===== src/rtl/snoop_pkg.sv =====
// Shared types and constants for the snoop arbiter.
package snoop_pkg;

  typedef logic [2:0] acprot_t;
  typedef logic [3:0] acsnoop_t;
  typedef logic [4:0] resp_t;

  localparam int unsigned RespDataTransferBit = 0;

  typedef enum logic [1:0] {
    ArbIdle,
    ArbSendAc,
    ArbWaitCr,
    ArbWaitCd
  } arb_state_e;

endpackage


===== src/rtl/snoop_rr_select.sv =====
// Combinational round-robin picker: the first valid bit at or after ptr_i,
// wrapping from NoReq-1 back to 0.
module snoop_rr_select #(
  parameter int unsigned NoReq = 2,
  parameter int unsigned IdxW  = (NoReq > 1) ? $clog2(NoReq) : 1
) (
  input  logic [NoReq-1:0] valid_i,
  input  logic [IdxW-1:0]  ptr_i,
  output logic [NoReq-1:0] gnt_o,
  output logic [IdxW-1:0]  idx_o,
  output logic             any_o
);

  int unsigned cand;

  // NOTE: every output gets a default before the loop so no path leaves it
  // unassigned and no latch is inferred.
  always_comb begin
    gnt_o = '0;
    idx_o = '0;
    any_o = 1'b0;
    cand  = 0;
    for (int unsigned i = 0; i < NoReq; i++) begin
      cand = int'(ptr_i) + i;
      if (cand >= NoReq) cand = cand - NoReq;
      if (!any_o && valid_i[cand]) begin
        any_o       = 1'b1;
        idx_o       = IdxW'(cand);
        gnt_o[cand] = 1'b1;
      end
    end
  end

endmodule


===== src/rtl/snoop_arbiter.sv =====
// Round-robin arbiter sharing one snoop (AC/CR/CD) port among NoReq initiators,
// with a single outstanding snoop and responses routed back to the granted one.
module snoop_arbiter
  import snoop_pkg::*;
#(
  parameter int unsigned NoReq     = 2,
  parameter int unsigned AddrWidth = 64,
  parameter int unsigned DataWidth = 64,
  localparam int unsigned IdxW     = (NoReq > 1) ? $clog2(NoReq) : 1
) (
  input  logic                            clk_i,
  input  logic                            rst_ni,
  input  logic [NoReq-1:0][AddrWidth-1:0] req_ac_addr_i,
  input  acprot_t  [NoReq-1:0]            req_ac_prot_i,
  input  acsnoop_t [NoReq-1:0]            req_ac_snoop_i,
  input  logic [NoReq-1:0]                req_ac_valid_i,
  output logic [NoReq-1:0]                req_ac_ready_o,
  output resp_t                           req_cr_resp_o,
  output logic [NoReq-1:0]                req_cr_valid_o,
  input  logic [NoReq-1:0]                req_cr_ready_i,
  output logic [DataWidth-1:0]            req_cd_data_o,
  output logic                            req_cd_last_o,
  output logic [NoReq-1:0]                req_cd_valid_o,
  input  logic [NoReq-1:0]                req_cd_ready_i,
  output logic [AddrWidth-1:0]            ac_addr_o,
  output acprot_t                         ac_prot_o,
  output acsnoop_t                        ac_snoop_o,
  output logic                            ac_valid_o,
  input  logic                            ac_ready_i,
  input  resp_t                           cr_resp_i,
  input  logic                            cr_valid_i,
  output logic                            cr_ready_o,
  input  logic [DataWidth-1:0]            cd_data_i,
  input  logic                            cd_last_i,
  input  logic                            cd_valid_i,
  output logic                            cd_ready_o,
  output logic                            busy_o,
  output logic [IdxW-1:0]                 grant_idx_o
);

  arb_state_e           state_q, state_d;
  logic [IdxW-1:0]      rr_ptr_q, gnt_idx_q;
  logic [AddrWidth-1:0] addr_q;
  acprot_t              prot_q;
  acsnoop_t             snoop_q;

  logic [NoReq-1:0] sel_gnt;
  logic [IdxW-1:0]  sel_idx;
  logic             sel_any;
  logic             load;

  snoop_rr_select #(
    .NoReq (NoReq),
    .IdxW  (IdxW)
  ) u_rr_select (
    .valid_i (req_ac_valid_i),
    .ptr_i   (rr_ptr_q),
    .gnt_o   (sel_gnt),
    .idx_o   (sel_idx),
    .any_o   (sel_any)
  );

  always_comb begin
    state_d        = state_q;
    load           = 1'b0;
    req_ac_ready_o = '0;
    req_cr_valid_o = '0;
    req_cr_resp_o  = '0;
    req_cd_valid_o = '0;
    req_cd_data_o  = '0;
    req_cd_last_o  = 1'b0;
    ac_valid_o     = 1'b0;
    cr_ready_o     = 1'b0;
    cd_ready_o     = 1'b0;
    unique case (state_q)
      ArbIdle: begin
        // Qualified by rst_ni so every output reads 0 while reset is held.
        if (sel_any && rst_ni) begin
          req_ac_ready_o = sel_gnt;
          load           = 1'b1;
          state_d        = ArbSendAc;
        end
      end
      ArbSendAc: begin
        ac_valid_o = 1'b1;
        if (ac_ready_i) state_d = ArbWaitCr;
      end
      ArbWaitCr: begin
        req_cr_valid_o[gnt_idx_q] = cr_valid_i;
        req_cr_resp_o             = cr_resp_i;
        cr_ready_o                = req_cr_ready_i[gnt_idx_q];
        if (cr_valid_i && req_cr_ready_i[gnt_idx_q]) begin
          state_d = cr_resp_i[RespDataTransferBit] ? ArbWaitCd : ArbIdle;
        end
      end
      ArbWaitCd: begin
        req_cd_valid_o[gnt_idx_q] = cd_valid_i;
        req_cd_data_o             = cd_data_i;
        req_cd_last_o             = cd_last_i;
        cd_ready_o                = req_cd_ready_i[gnt_idx_q];
        if (cd_valid_i && req_cd_ready_i[gnt_idx_q] && cd_last_i) state_d = ArbIdle;
      end
      default: state_d = ArbIdle;
    endcase
  end

  // NOTE: the payload registers are reset as well, so ac_*_o read 0 after
  // reset rather than a stale address from an abandoned snoop.
  always_ff @(posedge clk_i or negedge rst_ni) begin
    if (!rst_ni) begin
      state_q   <= ArbIdle;
      rr_ptr_q  <= '0;
      gnt_idx_q <= '0;
      addr_q    <= '0;
      prot_q    <= '0;
      snoop_q   <= '0;
    end else begin
      // NOTE: non-blocking assignments so every register samples the
      // pre-edge values regardless of statement order.
      state_q <= state_d;
      if (load) begin
        gnt_idx_q <= sel_idx;
        rr_ptr_q  <= (sel_idx == IdxW'(NoReq - 1)) ? '0 : sel_idx + 1'b1;
        addr_q    <= req_ac_addr_i[sel_idx];
        prot_q    <= req_ac_prot_i[sel_idx];
        snoop_q   <= req_ac_snoop_i[sel_idx];
      end
    end
  end

  assign ac_addr_o   = addr_q;
  assign ac_prot_o   = prot_q;
  assign ac_snoop_o  = snoop_q;
  assign busy_o      = (state_q != ArbIdle);
  assign grant_idx_o = gnt_idx_q;

endmodule


===== config.mk =====
export PLATFORM = sky130hd
export DESIGN_NAME = snoop_arbiter
export DESIGN_NICKNAME = d
export VERILOG_FILES = /design/src/rtl/snoop_pkg.sv /design/src/rtl/snoop_rr_select.sv /design/src/rtl/snoop_arbiter.sv
export SDC_FILE = /design/constraint.sdc
export NUM_CORES = 1
export LEC_CHECK = 0
export ABC_AREA = 0
export CAP_MARGIN = 25
export CORE_AREA = 2 2 145 147
export CTS_BUF_LIST = sky130_fd_sc_hd__clkbuf_4 sky130_fd_sc_hd__clkbuf_8
export DETAILED_ROUTE_END_ITERATION = 8
export DIE_AREA = 0 0 147 149
export SKIP_LAST_GASP = 1
export SLEW_MARGIN = 20
export SYNTH_ARGS = -nofsm -noshare
export SYNTH_HDL_FRONTEND = slang
export SYNTH_SLANG_ARGS = --single-unit

===== constraint.sdc =====
create_clock -name clk_i -period 3.15 [get_ports clk_i]
set_clock_uncertainty 0.05 [all_clocks]
set_input_delay 0.63 -clock clk_i [delete_from_list [all_inputs] [get_ports clk_i]]
set_output_delay 0.63 -clock clk_i [all_outputs]
set_load 0.05 [all_outputs]

; Word level (Yosys, flattened, before mapping)
; Index checks and enable logic that the tools add are counted.
[totals]
register_bits = 75
inputBits = 223
output_inout_bits = 152
wordCells = 88
[classes]
addsub = 4
n_lt_le_gt_ge = 9
n_eq_ne = 7
muxes = 47
bitwise_logic = 3
n_reduce_logical = 12
[ops]
columns = operator, n
row1 = 64-bit two-way mux, 3
row2 = 32-bit by 1-bit greater-or-equal comparator with 1-bit output (second input constant), 2
row3 = 32-bit by 2-bit less-than comparator with 1-bit output (second input constant), 2
row4 = 32-bit two-way mux, 2
row5 = 32-bit by 2-bit greater-or-equal comparator with 1-bit output (second input constant), 1
row6 = 32-bit by 2-bit subtractor with 32-bit output (second input constant), 1
row7 = 1-bit two-way mux, 22
row8 = 2-bit two-way mux, 11
row9 = 1-bit logical AND, 8
row10 = 4-bit two-way mux, 2
row11 = 2-bit inequality test (second input constant), 4
row12 = 2-bit one-hot mux with 4 select lines, 1
row13 = 3-bit two-way mux, 2
row14 = 5-bit two-way mux, 1
row15 = 2-bit AND, 2
row16 = 2-bit == test (second input constant), 2
row17 = 1-bit by 2-bit less-than comparator with 1-bit output (second input constant), 2
row18 = 4-bit AND reduction, 1
row19 = 1-bit demux with 1-bit select, 3
row20 = 1-bit by 2-bit subtractor with 3-bit output (second input constant), 1
row21 = 1-bit by 1-bit adder with 2-bit output (second input constant), 1
row22 = 2-bit by 1-bit == test with 1-bit output (second input constant), 1
row23 = 1-bit by 2-bit greater-or-equal comparator with 1-bit output (second input constant), 1
row24 = 2-bit zero test, 1
row25 = other kinds (5), 5

; Depth between registers and ports, before layout
[depth]
word_depth = 11
mapped_depth = 6
depth_no_buf = 4

; Modules after synthesis
; Synthesis repeated with hierarchy kept, for this count alone.
[unflattened]
hier_cells = 436
hier_area_um2 = 4147.7
[by_module_without_submodules]
columns = mod, n_inst, cells_per_inst, area_each_um2, seq_area_each_um2
row1 = snoop_arbiter, 1, 431, 4115.2, 1876.8
row2 = snoop_rr_select, 1, 5, 32.5, 0.0

; Least setup slack after synthesis
; Ideal clock, no wire load.
[synth_path]
path_type = register to output
startpoint = reg gnt_idx_q (netlist: grant_idx_o)
endpoint = out cd_ready_o
arrival_ps = 1663
required_ps = 2470
path_slack_ps = 807
stages_incl_launch_ff = 3
path_buffers = 0
cell_sequence = dfrtp_1 -> mux2_1 -> nor2b_1
[synth_via]
elab_chain_cells = 3
[synth_rtl]
columns = item, line
row1 = "start, declared", snoop_arbiter.sv:42  ; logic [IdxW-1:0] rr_ptr_q, gnt_idx_q;
row2 = "start signal, assigned", snoop_arbiter.sv:122  ; gnt_idx_q <= sel_idx;
row3 = 1-bit two-way mux (implied by the code) (2 in a row), snoop_arbiter.sv:100  ; cd_ready_o = req_cd_ready_i[gnt_idx_q];
row4 = 1-bit two-way mux, snoop_arbiter.sv:75  ; unique case (state_q)
row5 = "end, declared", snoop_arbiter.sv:36  ; output logic cd_ready_o,
; No other way between the ends. The select of a mux whose other input is x is not followed.

; Worst setup path after layout
[layout_path]
startpoint = reg state_q[0]
endpoint = out req_cr_valid_o[0]
[layout_via]
elab_chain_cells = 2
[layout_rtl]
columns = item, line
row1 = "start, declared", snoop_arbiter.sv:41  ; arb_state_e state_q, state_d;
row2 = "start signal, assigned", snoop_arbiter.sv:111  ; state_q <= ArbIdle;
row3 = "start signal, assigned", snoop_arbiter.sv:120  ; state_q <= state_d;
row4 = 2-bit == test, snoop_arbiter.sv:75
row5 = 2-bit two-way mux, snoop_arbiter.sv:75
row6 = "end, declared", snoop_arbiter.sv:19  ; output logic [NoReq-1:0] req_cr_valid_o,
; No other way between the ends.

==> results by group <==
STA
  – RSZ-0062 raised after global routing: no
  – Final worst path period need: between 2000 and 3000 ps
  – Slew Viols, Final: 0
  – Final Cycle Share: roughly 84%
  – Final hold violation count: 0
  – Setup TNS: 0 ps
  – Maximum clock frequency: 379.9 MHz
  – Slew headroom: 49.22%
  – Worst Max-Slew Pin Slew: 761.7 ps
  – Final setup viols: 0

Route
  – Vias/cell: about 4.5
  – Vias: 4464
  – DRC violations left: 0
  – WL final: ~18000 um
  – DR pass1 iterations: 7
  – Number of DRC markers in iteration 0: approximately 410
  – DR WL/cell: between 15 and 20 um
  – Routed Antenna Nets: 0

Power
  – Lkg Pwr: between 4 and 5 nW
  – PwrDens: ~1000 mW/mm^2
  – Peak VDD IR: just over 0.4 mV

Clock tree
  – CTS tree: done
  – Clk root buf: clkbuf_8
  – Clock buffer depth: 2
  – CTS resizes: 0
  – Post-CTS Setup Bufs: 0
  – # H-tree levels: 3
  – Hold Buf Count CTS: 0
  – Skew-Pair Late Insertion Delay: between 300 and 400 ps
  – Clk sinks: 75
  – Clk slew on worst S/H paths: roughly 80 ps
  – Inserted Clock Buffers: 9

Global routing
  – Initial antenna violation count: 0
  – First-pass GRT wire length: between 20000 and 30000 um
  – Vias in the first global route: approximately 4300
  – GRT Overall Usage: ~16%
  – Maximum number of pins on one net before global-route repair: between 70 and 80
  – Grt total ovfl: 0

Yosys
  – Top-count cell post-synth: dfrtp_1
  – FF+latch count, synth: 75
  – Post-synth top area share: 50.32%
  – Post-Syn Area: 0.003730 sq mm
  – Mapped Cells: about 370
  – Post-synth top area cell: dfrtp_1
  – Ranking of synthesized cells by area: dfrtp_1 50%, a222oi_1 19%, and3_1 11%, inv_1 7.4%, buf_6 2.4%
  – Most frequent cells after synthesis: 75 x dfrtp_1, 74 x inv_1, 71 x a222oi_1
  – Ys Warns: 0
  – Synth cell types: 24
  – FFs w/ async S/R, synth: 100.0%
  – Synth Net Count: slightly below 600
  – Top FF cell, synth: dfrtp_1
  – Post-synthesis sequential area ratio: 50.32%
  – Avg Cell Area, Syn: 10.22 sq um
  – EDFF count, synth: 0

Cells and area
  – Finished Core Util: ~42%
  – Final Net Count: between 900 and 1000
  – Ant. Diodes: 0
  – Area Growth Syn to Fin: 133.0%
  – Share of cells above drive strength 1: 15.66%
  – Fillcell total: a little under 2000

Critical path
  – Cell repeated most along the worst path: nor2_1
  – Worst path required time: 2470 ps
  – CP peak stage delay: about 420 ps
  – Maximum fanout along the worst path: 51
  – Startpoint types: flop
  – Crit path max-delay family: simple AND/OR/NAND/NOR gates
  – CP Capture Type: primary output
  – Worst setup path class: flop to primary output
  – Worst Path Arrival: just under 2000 ps
  – Sequence of cells on the critical path: buf_4 > nor2_1 > nand2_1 > nor2_1 > buf_12
  – WP buf/inv: 2
  – Slowest cell on the critical path: dfrtp_1

Run status
  – Status: finished clean

Floorplanning
  – Rows: between 50 and 60
  – Die area: 0.02190 sq mm
  – Core box area: slightly above 0.02 sq mm
  – Die Y: 149 um
  – Top-Level Pins: ~380
  – Initial core utilization: 18.14%
  – Die span in x: 147 um

Placement
  – Buffers on Ports: ~370
  – Routability Congestion: between 0.7 and 0.8
  – Detailed placement HPWL: 13730 um

Min path
  – Hold WC Path Type: input pin to async pin

Run
  – Max Cap Viol: 0
[layout by cell type (no fill, tap or decap)]
cell and n:
a21oi_1 4, a222oi_1 71, a311o_1 1, a31oi_1 1, a41oi_1 1, and2_1 5
and3_1 65, and3_2 2, buf_12 79, buf_4 14, bufinv_16 1, clkbuf_4 4
clkbuf_8 10, clkdlybuf4s50_1 293, clkinv_2 1, dfrtp_1 75, inv_1 74, mux2_1 1
mux2i_1 1, nand2_1 3, nand2b_1 3, nand3_1 1, nor2_1 8, nor2b_1 3
nor3b_2 1, o21ai_0 2, o21ai_1 1, o21ai_4 1, o31ai_1 1, or2_2 1
[where the power goes]
group          internal (mW)  switching, mW
registers               1.40          0.264
clock network          0.423          0.359
logic                   2.55           3.84
[worst register-to-register path: cells and delay by family (launching register included)]
| kind | cells | cell delay (ps) |
|---|---|---|
| simple gates | 2 | 620 |
| compound gates | 1 | 190 |
| flops | 1 | 410 |
| buf+inv | 2 | 430 |
[path summary, 6_finish.rpt]
kind | start | end | slack (ps) | cells after the start
max in group asynchronous | rst_ni | ac_addr_o[63] | 1750 | 3
hold / removal | rst_ni | rr_ptr_q | 240 | 2
min in group clk_i | ac_addr_o[6] | ac_addr_o[6] | 440 | 2
hold reg to reg | ac_addr_o[6] | ac_addr_o[6] | 440 | 2
setup reg to reg | state_q[1] | ac_addr_o[22] | 1390 | 5
setup / recovery | state_q[0] | req_cr_valid_o[0] | 520 | 5
[cells by family (layout without fill, tap and decap cells)]
| group | count (synthesis) | after routing | synth area share [%] |
|---|---|---|---|
| simple gates | 92 | 92 | 14.83 |
| mux | 2 | 2 | 0.5703 |
| compound gates | 83 | 83 | 21.00 |
| flops | 75 | 75 | 50.32 |
| buf+inv | 113 | 476 | 13.28 |
[state kept, by name, summed over array words and instances (netlist names)]
register / flops
ac_addr_o: 64
ac_snoop_o: 4
ac_prot_o: 3
state_q: 2
grant_idx_o: 1
rr_ptr_q: 1
[through the flow]
step	std cells	cell area, sq um	power (mW)	hold slack (ps)	worst slack (ps)
2_1_floorplan	365	3730	5.244	284.4	807.3
5_1_grt	1003	8692	9.260	241.1	303.1
3_5_place_dp	987	8489	8.090	425.1	532.8
3_3_place_gp	987	8489	8.067	420.9	553.7
6_report	1003	8692	8.834	236.2	517.5
4_1_cts	1003	8692	8.918	226.1	445.5
[final cells by class]
type	instances	area, sq um	share of cell area (%)
Inverter	74	277.8	3.196
Sequential cell	75	1877	21.59
Timing Repair Buffer	386	4619	53.15
Clock inverter	2	35.03	0.4031
Tap cell	275	344.1	3.959
Multi-Input combinational cell	177	1371	15.78
Clock buffer	14	167.7	1.929
[metal layers]
layer	wire length, um	global-route usage [%]	up-vias
met5	0	0	-
met2	9128	26.88	201
met4	314	4.327	0
met1	7621	20.06	2159
li1	-	-	2082
met3	1187	4.251	22
Note: power is estimated with default switching activity, not from simulation.
